<file path="config.mk">
export PLATFORM = sky130hd
export DESIGN_NAME = hex_display_bank
export DESIGN_NICKNAME = d
export VERILOG_FILES = /design/src/rtl/hex_display_bank.sv
export SDC_FILE = /design/constraint.sdc
export NUM_CORES = 1
export LEC_CHECK = 0
export ABC_AREA = 1
export BUFFER_PORTS_ARGS = -buffer_cell sky130_fd_sc_hd__buf_2
export CORE_MARGIN = 1
export CORE_UTILIZATION = 59
export CTS_CLUSTER_SIZE = 8
export DETAILED_ROUTE_END_ITERATION = 7
export GPL_TIMING_DRIVEN = 0
export PLACE_DENSITY = 0.81
export SYNTH_ARGS = -nofsm -noshare
export SYNTH_HDL_FRONTEND = slang
export SYNTH_SLANG_ARGS = --single-unit
</file>
<file path="constraint.sdc">
create_clock -name iClk -period 2.45 [get_ports iClk]
set_input_delay 0.1225 -clock iClk [delete_from_list [all_inputs] [get_ports iClk]]
set_output_delay 0.1225 -clock iClk [all_outputs]
set_load 0.03 [all_outputs]
</file>
<file path="src/rtl/hex_display_bank.sv">
// rtl/hex_display_bank.sv - Avalon-MM bank of seven-segment hex digits with shadow commit and blink
module hex_display_bank #(
    parameter int NUM_DIGITS = 6,
    parameter int BLINK_DIV  = 25000000
) (
    input  logic                    iClk,
    input  logic                    iReset_n,
    input  logic                    iChip_select_n,
    input  logic                    iWrite_n,
    input  logic                    iRead_n,
    input  logic [3:0]              iAddress,
    input  logic [31:0]             iWrite_data,
    output logic [31:0]             oRead_data,
    output logic [NUM_DIGITS*8-1:0] oHex
);
    localparam int               CNT_W    = $clog2(BLINK_DIV);
    localparam logic [CNT_W-1:0] CNT_LAST = CNT_W'(BLINK_DIV - 1);

    localparam logic [3:0] ADDR_CTRL   = 4'd8;
    localparam logic [3:0] ADDR_BLANK  = 4'd9;
    localparam logic [3:0] ADDR_BLINK  = 4'd10;
    localparam logic [3:0] ADDR_COMMIT = 4'd11;
    localparam logic [3:0] ADDR_STATUS = 4'd12;

    logic [NUM_DIGITS-1:0][4:0] shadowQ, shadowD;
    logic [NUM_DIGITS-1:0][4:0] activeQ, activeD;
    logic [1:0]                 ctrlQ, ctrlD;
    logic [NUM_DIGITS-1:0]      blankQ, blankD;
    logic [NUM_DIGITS-1:0]      blinkQ, blinkD;
    logic [CNT_W-1:0]           cntQ, cntD;
    logic                       phaseQ, phaseD;
    logic                       pendingQ, pendingD;
    logic [31:0]                readD;
    logic [NUM_DIGITS*8-1:0]    hexD;
    logic                       writeEn, readEn, isDigit;
    logic                       unusedWriteData;

    assign unusedWriteData = ^iWrite_data[31:5];

    function automatic logic [6:0] glyph(input logic [3:0] nibble);
        case (nibble)
            4'h0:    glyph = 7'h40;
            4'h1:    glyph = 7'h79;
            4'h2:    glyph = 7'h24;
            4'h3:    glyph = 7'h30;
            4'h4:    glyph = 7'h19;
            4'h5:    glyph = 7'h12;
            4'h6:    glyph = 7'h02;
            4'h7:    glyph = 7'h78;
            4'h8:    glyph = 7'h00;
            4'h9:    glyph = 7'h10;
            4'hA:    glyph = 7'h08;
            4'hB:    glyph = 7'h03;
            4'hC:    glyph = 7'h46;
            4'hD:    glyph = 7'h21;
            4'hE:    glyph = 7'h06;
            default: glyph = 7'h0E;
        endcase
    endfunction

    always_comb begin
        writeEn  = !iChip_select_n && !iWrite_n;
        readEn   = !iChip_select_n && iWrite_n && !iRead_n;
        isDigit  = iAddress < 4'(NUM_DIGITS);

        shadowD  = shadowQ;
        activeD  = activeQ;
        ctrlD    = ctrlQ;
        blankD   = blankQ;
        blinkD   = blinkQ;
        pendingD = pendingQ;
        cntD     = (cntQ == CNT_LAST) ? '0 : cntQ + CNT_W'(1);
        phaseD   = (cntQ == CNT_LAST) ? ~phaseQ : phaseQ;

        if (writeEn) begin
            if (isDigit) begin
                for (int k = 0; k < NUM_DIGITS; k++) begin
                    if (4'(k) == iAddress) begin
                        shadowD[k] = iWrite_data[4:0];
                        if (!ctrlQ[1]) begin
                            activeD[k] = iWrite_data[4:0];
                        end
                    end
                end
                if (ctrlQ[1]) begin
                    pendingD = 1'b1;
                end
            end else begin
                case (iAddress)
                    ADDR_CTRL:   ctrlD  = iWrite_data[1:0];
                    ADDR_BLANK:  blankD = iWrite_data[NUM_DIGITS-1:0];
                    ADDR_BLINK:  blinkD = iWrite_data[NUM_DIGITS-1:0];
                    ADDR_COMMIT: begin
                        activeD  = shadowQ;
                        pendingD = 1'b0;
                    end
                    default: ;
                endcase
            end
        end

        readD = oRead_data;
        if (readEn) begin
            readD = '0;
            if (isDigit) begin
                for (int k = 0; k < NUM_DIGITS; k++) begin
                    if (4'(k) == iAddress) begin
                        readD = 32'(shadowQ[k]);
                    end
                end
            end else begin
                case (iAddress)
                    ADDR_CTRL:   readD = 32'(ctrlQ);
                    ADDR_BLANK:  readD = 32'(blankQ);
                    ADDR_BLINK:  readD = 32'(blinkQ);
                    ADDR_STATUS: readD = {30'b0, pendingQ, phaseQ};
                    default:     readD = '0;
                endcase
            end
        end

        // Segments are built from next-state values so a write shows on the very next edge.
        for (int k = 0; k < NUM_DIGITS; k++) begin
            if (!ctrlD[0] || blankD[k] || (blinkD[k] && phaseD)) begin
                hexD[k*8 +: 8] = 8'hFF;
            end else begin
                hexD[k*8 +: 8] = {activeD[k][4], glyph(activeD[k][3:0])};
            end
        end
    end

    always_ff @(posedge iClk or negedge iReset_n) begin
        if (!iReset_n) begin
            shadowQ    <= '0;
            activeQ    <= '0;
            ctrlQ      <= 2'b01;
            blankQ     <= '0;
            blinkQ     <= '0;
            cntQ       <= '0;
            phaseQ     <= 1'b0;
            pendingQ   <= 1'b0;
            oRead_data <= '0;
            oHex       <= {NUM_DIGITS{8'h40}};
        end else begin
            shadowQ    <= shadowD;
            activeQ    <= activeD;
            ctrlQ      <= ctrlD;
            blankQ     <= blankD;
            blinkQ     <= blinkD;
            cntQ       <= cntD;
            phaseQ     <= phaseD;
            pendingQ   <= pendingD;
            oRead_data <= readD;
            oHex       <= hexD;
        end
    end
endmodule

</file>
# Word-level counts from Yosys, hierarchy flattened
# Memory sizes are Yosys's and may differ from the RTL's.
# Index checks and enable logic that the tools add are counted.
[op_classes]
addsub = 1
magnitude_cmp = 1
eq_ne = 12
muxes = 43
bitwise = 2
reduce_logical = 35
[op_table]
columns = ["op", "count"]
rows = [
  ["32-bit 2-to-1 mux", 6],
  ["30-bit 2-to-1 mux", 3],
  ["5-bit 2-to-1 mux", 13],
  ["8-bit 2-to-1 mux", 6],
  ["6-bit 2-to-1 mux", 6],
  ["25-bit by 1-bit adder with 25-bit output, second input constant", 1],
  ["25-bit equality test, second input constant", 1],
  ["25-bit 2-to-1 mux", 1],
  ["6-bit one-hot mux with 4 select lines", 1],
  ["3-bit AND reduction", 8],
  ["4-bit equality test, second input constant", 5],
  ["1-bit logical OR", 12],
  ["1-bit logical AND", 9],
  ["2-bit by 4-bit equality test with 1-bit output, first input constant", 2],
  ["3-bit by 4-bit equality test with 1-bit output, first input constant", 2],
  ["1-bit 2-to-1 mux", 7],
  ["1-bit by 4-bit equality test with 1-bit output, first input constant", 1],
  ["1-bit zero test", 4],
  ["4-bit zero test", 1],
  ["4-bit by 3-bit less-than comparator with 1-bit output, second input constant", 1],
  ["2-bit inequality test, second input constant", 1],
  ["1-bit inverter", 2],
  ["2-bit nonzero test", 1],
]
[word_totals]
regBits = 181
mem_bits_ro = 672
in_bits = 41
out_inout_bits = 80
wordCells = 121
memories = 6
[mem_list]
columns = ["memory", "depth", "word_bits", "rd", "rd_ports_with_merged_regs", "wr", "line", "source"]
rows = [
  ["(no name shown)", 16, 7, 1, 0, 0, "41", "case (nibble)"],
  ["(no name shown)", 16, 7, 1, 0, 0, "41", ""],
  ["(no name shown)", 16, 7, 1, 0, 0, "41", ""],
  ["(no name shown)", 16, 7, 1, 0, 0, "41", ""],
  ["(no name shown)", 16, 7, 1, 0, 0, "41", ""],
  ["(no name shown)", 16, 7, 1, 0, 0, "41", ""],
]

# Longest topological paths before layout
[logic_depth]
ltp_word = 8
ltp_mapped = 15
ltp_nobuf = 15

# Least setup slack after synthesis
# No wires, ideal clock.
[synth_timing]
path_kind = "register -> register"
from = "register ctrlQ[1]"
to = "register oHex[13]"
setup_time_ps = 126
arrival_time_ps = 1914
required_time_ps = 2324
path_slack_ps = 410
path_stages_with_launch = 14
n_path_buf = 2
synth_period_minus_slack_ps = 2040
cell_sequence = "dfrtp_1 -> inv_1 -> buf_2 -> buf_2 -> nand2_1 -> nand3_1 -> nand2_1 -> nor2_1 -> inv_1 -> ha_1 -> nand4_1 -> nand2_1 -> nand2_1 -> nand3_1"
[synth_lines]
columns = ["element", "line", "source"]
rows = [
  ["start: declaration", "27", "logic [1:0] ctrlQ, ctrlD;"],
  ["start signal: assignment", "147", "ctrlQ <= ctrlD;"],
  ["end signal: assignment", "143", "oHex <= {NUM_DIGITS{8'h40}};"],
  ["end: declaration", "14", "output logic [NUM_DIGITS*8-1:0] oHex"],
]

==> summary.md <==
| Metric | Value |
|---|---|
| Fraction of the core area covered by cells at the end of the flow | 0.7074 |
| Count of nets left with antenna violations after detail routing | 0 |
| Clk pwr share | 0.329 |
| Num rows | 45 |
| Highest achievable clock rate | 429.8 MHz |
| Leakage power total | between 5 and 6 nW |
| Min-Delay Path Depth | 4 |
| Minimum clock period | roughly 2.3 ns |
| Layout cells sized above 1 | 0.1693 |
| Synthesis warning total | 0 |
| Number of H-tree levels | 4 |
| Clock Tree Buf Depth | 2 |
| EDFF count, synth | 0 |
| Final Hold Violating Endpoints | 0 |
| Maximum VDD drop | 0.0005735 V |
| Die ar. | 16380 µm² |
| Sw Ratio | 0.3589 |
| Starting DRT DRC Count | ~1000 |
| Max Transition Viols Final | 0 |
| Pin count of the biggest net entering global routing | 94 |
| Path category of the worst min-delay check | primary input to flip-flop |
| Launching element type of the critical path | flip-flop |
| Clock latency at the later pin of the worst-skew pair | roughly 0.44 ns |
| Number of global-route vias before repair | 8169 |
| Run status | complete, no violations |
| Required time of the critical path | 2.78 ns |
| Overall overflow remaining after global route | 0 |
| Via Count | 8724 |
| Per-instance average area after synthesis | about 7.5 µm² |
| Clock transition at the register clock pins on the worst setup and hold paths after CTS | 0.06 ns |
| Initial standard-cell utilization of the core | 0.6091 |
| DP Wirelength | 17610 µm |
| Final worst slack | 0.1233 ns |
| Number of top-level design ports | 121 |
| Area overhead of the layout relative to synthesis | 16.13% |
| Horizontal extent of the die | 128.0 µm |
| Flip-flop and latch count after synthesis | roughly 160 |
| Count of input and output buffers | 68 |
| Launch instance of the worst register-to-register path | ctrlQ[1] |
| Setup violators final | 0 |
| Worst Max-Slew Pin Slew | 0.8952 ns |
| Combinational cell fraction of total power | 0.300 |
| Cell chosen for the clock root | clkbuf_16 |
| Synth Flop Type | dfrtp_1 |
| Cell type with the largest total area after synthesis | dfrtp_1 |
| Fraction of the cycle the final worst path needs | 0.9497 |
| Crit path DAT | between 2 and 3 ns |
| Max transition margin | 0.3948 |
| Detailed-router iteration count before antenna repair | 6 |
| Number of buffers created by CTS | 17 |
| Max capacitance violation total | 0 |
| Sequential share of the synthesized area | 0.4152 |
| Detailed-route wire length per cell | 15.57 µm |
| Global-route wire length before repair | roughly 40000 µm |
| Fraction of registers with async set/reset | 1.000 |
| Number of antenna violations at the first check in global routing | 0 |
| Total wirelength of the detailed-routed design | around 25000 µm |
| Worst hold start | iRead_n |
| Area of the core | 15370 µm² |
| Number of clock sinks seen by CTS | between 150 and 200 |
| Worst reg2reg setup slack | roughly 0.12 ns |
| Clk_skew | 0.009558 ns |
| Vertical die dimension | 128.0 µm |
| Kind of capture point of the worst setup path | flip-flop |
| Top post-synthesis cells by area | dfrtp_1 (40%), nand2_1 (15%), nand3_1 (7.3%), inv_1 (5.9%), ha_1 (5.7%) |
| Power density over the cells | 794.6 nW/µm² |
| Share of the synthesized area in the top cell type | 0.3956 |
| TritonCTS clock tree | done |
| Internal portion of total power | 0.005539 W |
| Fin Setup TNS | 0 ns |
| Area of the mapped netlist | 9363 µm² |
| Net switching power | ~0.0031 W |
| Post-Syn Instances | 1246 |
| Top cells by count, synth | nand2_1 (380), dfrtp_1 (148), inv_1 (146) |
| Most common cell in the synthesized netlist | nand2_1 |
| Final antenna diode count | 0 |
| Cell variety after synth | 45 |
| Path type of the worst setup path | flip-flop to flip-flop |
| Worst Path Max Fanout | 10 |
| First element of the critical path | ctrlQ[1] |
| Via-to-Cell Ratio | 5.476 |
| Reg2reg path depth | 15 |
| Number of nets in the finished design | 1453 |
| Setup Slack @ Placement | -0.2460 ns |
| DRC errors left | 0 |
| Portion of total power attributed to sequential cells | 0.370 |
| All-layer global routing usage | 0.3199 |
| Gpl congestion | between 1 and 1.5 |
sequential cells by signal, summed over array words and instances, names as in the netlist:
register    flops
activeQ        30
shadowQ        30
blankQ          6
phaseQ          1
blinkQ          6
oRead_data      6
pendingQ        1
ctrlQ           2
cntQ           25
oHex           48
layout make-up:
| type | instances | area, µm² |
|---|---|---|
| clock buffers | 21 | 460.4 |
| plain buffers | 46 | 334.1 |
| flip-flops and latches | 155 | 3889 |
| fillers | 1278 | 4498 |
| repair buffers | 79 | 466.7 |
| clock inverters | 11 | 166.4 |
| inverters | 162 | 613.1 |
| multi-input cells | 908 | 4679 |
| well taps | 211 | 264.0 |
power by group through the flow:
stage               registers [W]  logic [W]  clock network [W]
floorplan                 0.00366    0.00138                  0
global placement          0.00323    0.00245                  0
detailed placement        0.00324    0.00250                  0
CTS                       0.00320    0.00254            0.00285
global route              0.00325    0.00289            0.00295
finish                    0.00320    0.00259            0.00284
critical path, cell delays in order, from the launching register on:
cell	delay, ns
dfrtp_2	0.44
inv_1	0.08
buf_4	0.20
nand2_2	0.17
inv_1	0.17
nand2_1	0.08
nand2_1	0.08
nand2_1	0.06
nand3_2	0.14
inv_1	0.13
ha_1	0.32
inv_1	0.05
nand4_1	0.08
nand3_1	0.09
nand2_1	0.09
nand2_1	0.05
timing repair:
item                                   in CTS  in global routing
endpoints found under the hold margin      68                  0
setup endpoints to repair                  25                 40
hold buffers                                7                  0
buffers inserted                            0                  3
gates resized for setup                     7                 11
pin swaps                                   0                  1
per-stage QoR:
| stage | hold slack (ns) | total power (W) | instances | area [µm²] |
|---|---|---|---|---|
| after floorplan | -0.1731 | 0.005047 | 1271 | 9457 |
| after global placement | 0.3921 | 0.005685 | 1550 | 10060 |
| after detailed placement | 0.1493 | 0.005741 | 1551 | 10090 |
| after CTS | 0.03460 | 0.008592 | 1590 | 10810 |
| after global routing | 0.09469 | 0.009096 | 1593 | 10870 |
| final | 0.03620 | 0.008640 | 1593 | 10870 |
worst paths after layout:
check	to
max in group asynchronous	oHex[14]
max reg2reg	oHex[19]
min in group asynchronous	cntQ[16]
max	oHex[19]
min	oRead_data[5]
min reg2reg	activeQ[29]
cells in the final DEF (no fill, tap or decap), types with 6 or more instances in the layout:
| cell | n |
|---|---|
| o211ai_1 | 6 |
| dfrtp_1 | 147 |
| o22ai_1 | 9 |
| nor3_1 | 14 |
| nand2_1 | 377 |
| nor2_4 | 15 |
| xor2_1 | 14 |
| nand3_2 | 11 |
| inv_2 | 15 |
| o21ai_0 | 64 |
| buf_4 | 33 |
| nor2_2 | 12 |
| o21ai_1 | 9 |
| dlygate4sd3_1 | 7 |
| inv_1 | 146 |
| a21oi_1 | 13 |
| clkbuf_16 | 17 |
| buf_6 | 7 |
| dfstp_2 | 7 |
| or2_2 | 6 |
| buf_2 | 70 |
| nand4_1 | 28 |
| conb_1 | 26 |
| clkbuf_1 | 9 |
| nor2_1 | 88 |
| nand2_2 | 13 |
| nand3_1 | 133 |
| ha_1 | 43 |
metal layers:
metal,track usage,routed length [µm]
met1,0.4068,10100
met2,0.5045,11420
met3,0.08681,2291
met4,0.1585,991
met5,0,0
cell families (layout without fill, tap and decap cells):
kind of cell | Yosys count | count (layout) | share of synthesized area
flip-flops | 155 | 155 | 0.4152
other | 1 | 26 | 0.0004005
adder cells (fa/ha/maj) | 43 | 43 | 0.05746
AO/OA/AOI/OAI | 112 | 112 | 0.06722
XOR/XNOR | 14 | 14 | 0.01310
buffers and inverters | 208 | 319 | 0.1006
AND/OR/NAND/NOR | 713 | 713 | 0.3460
Power figures use the tool's default switching activity.
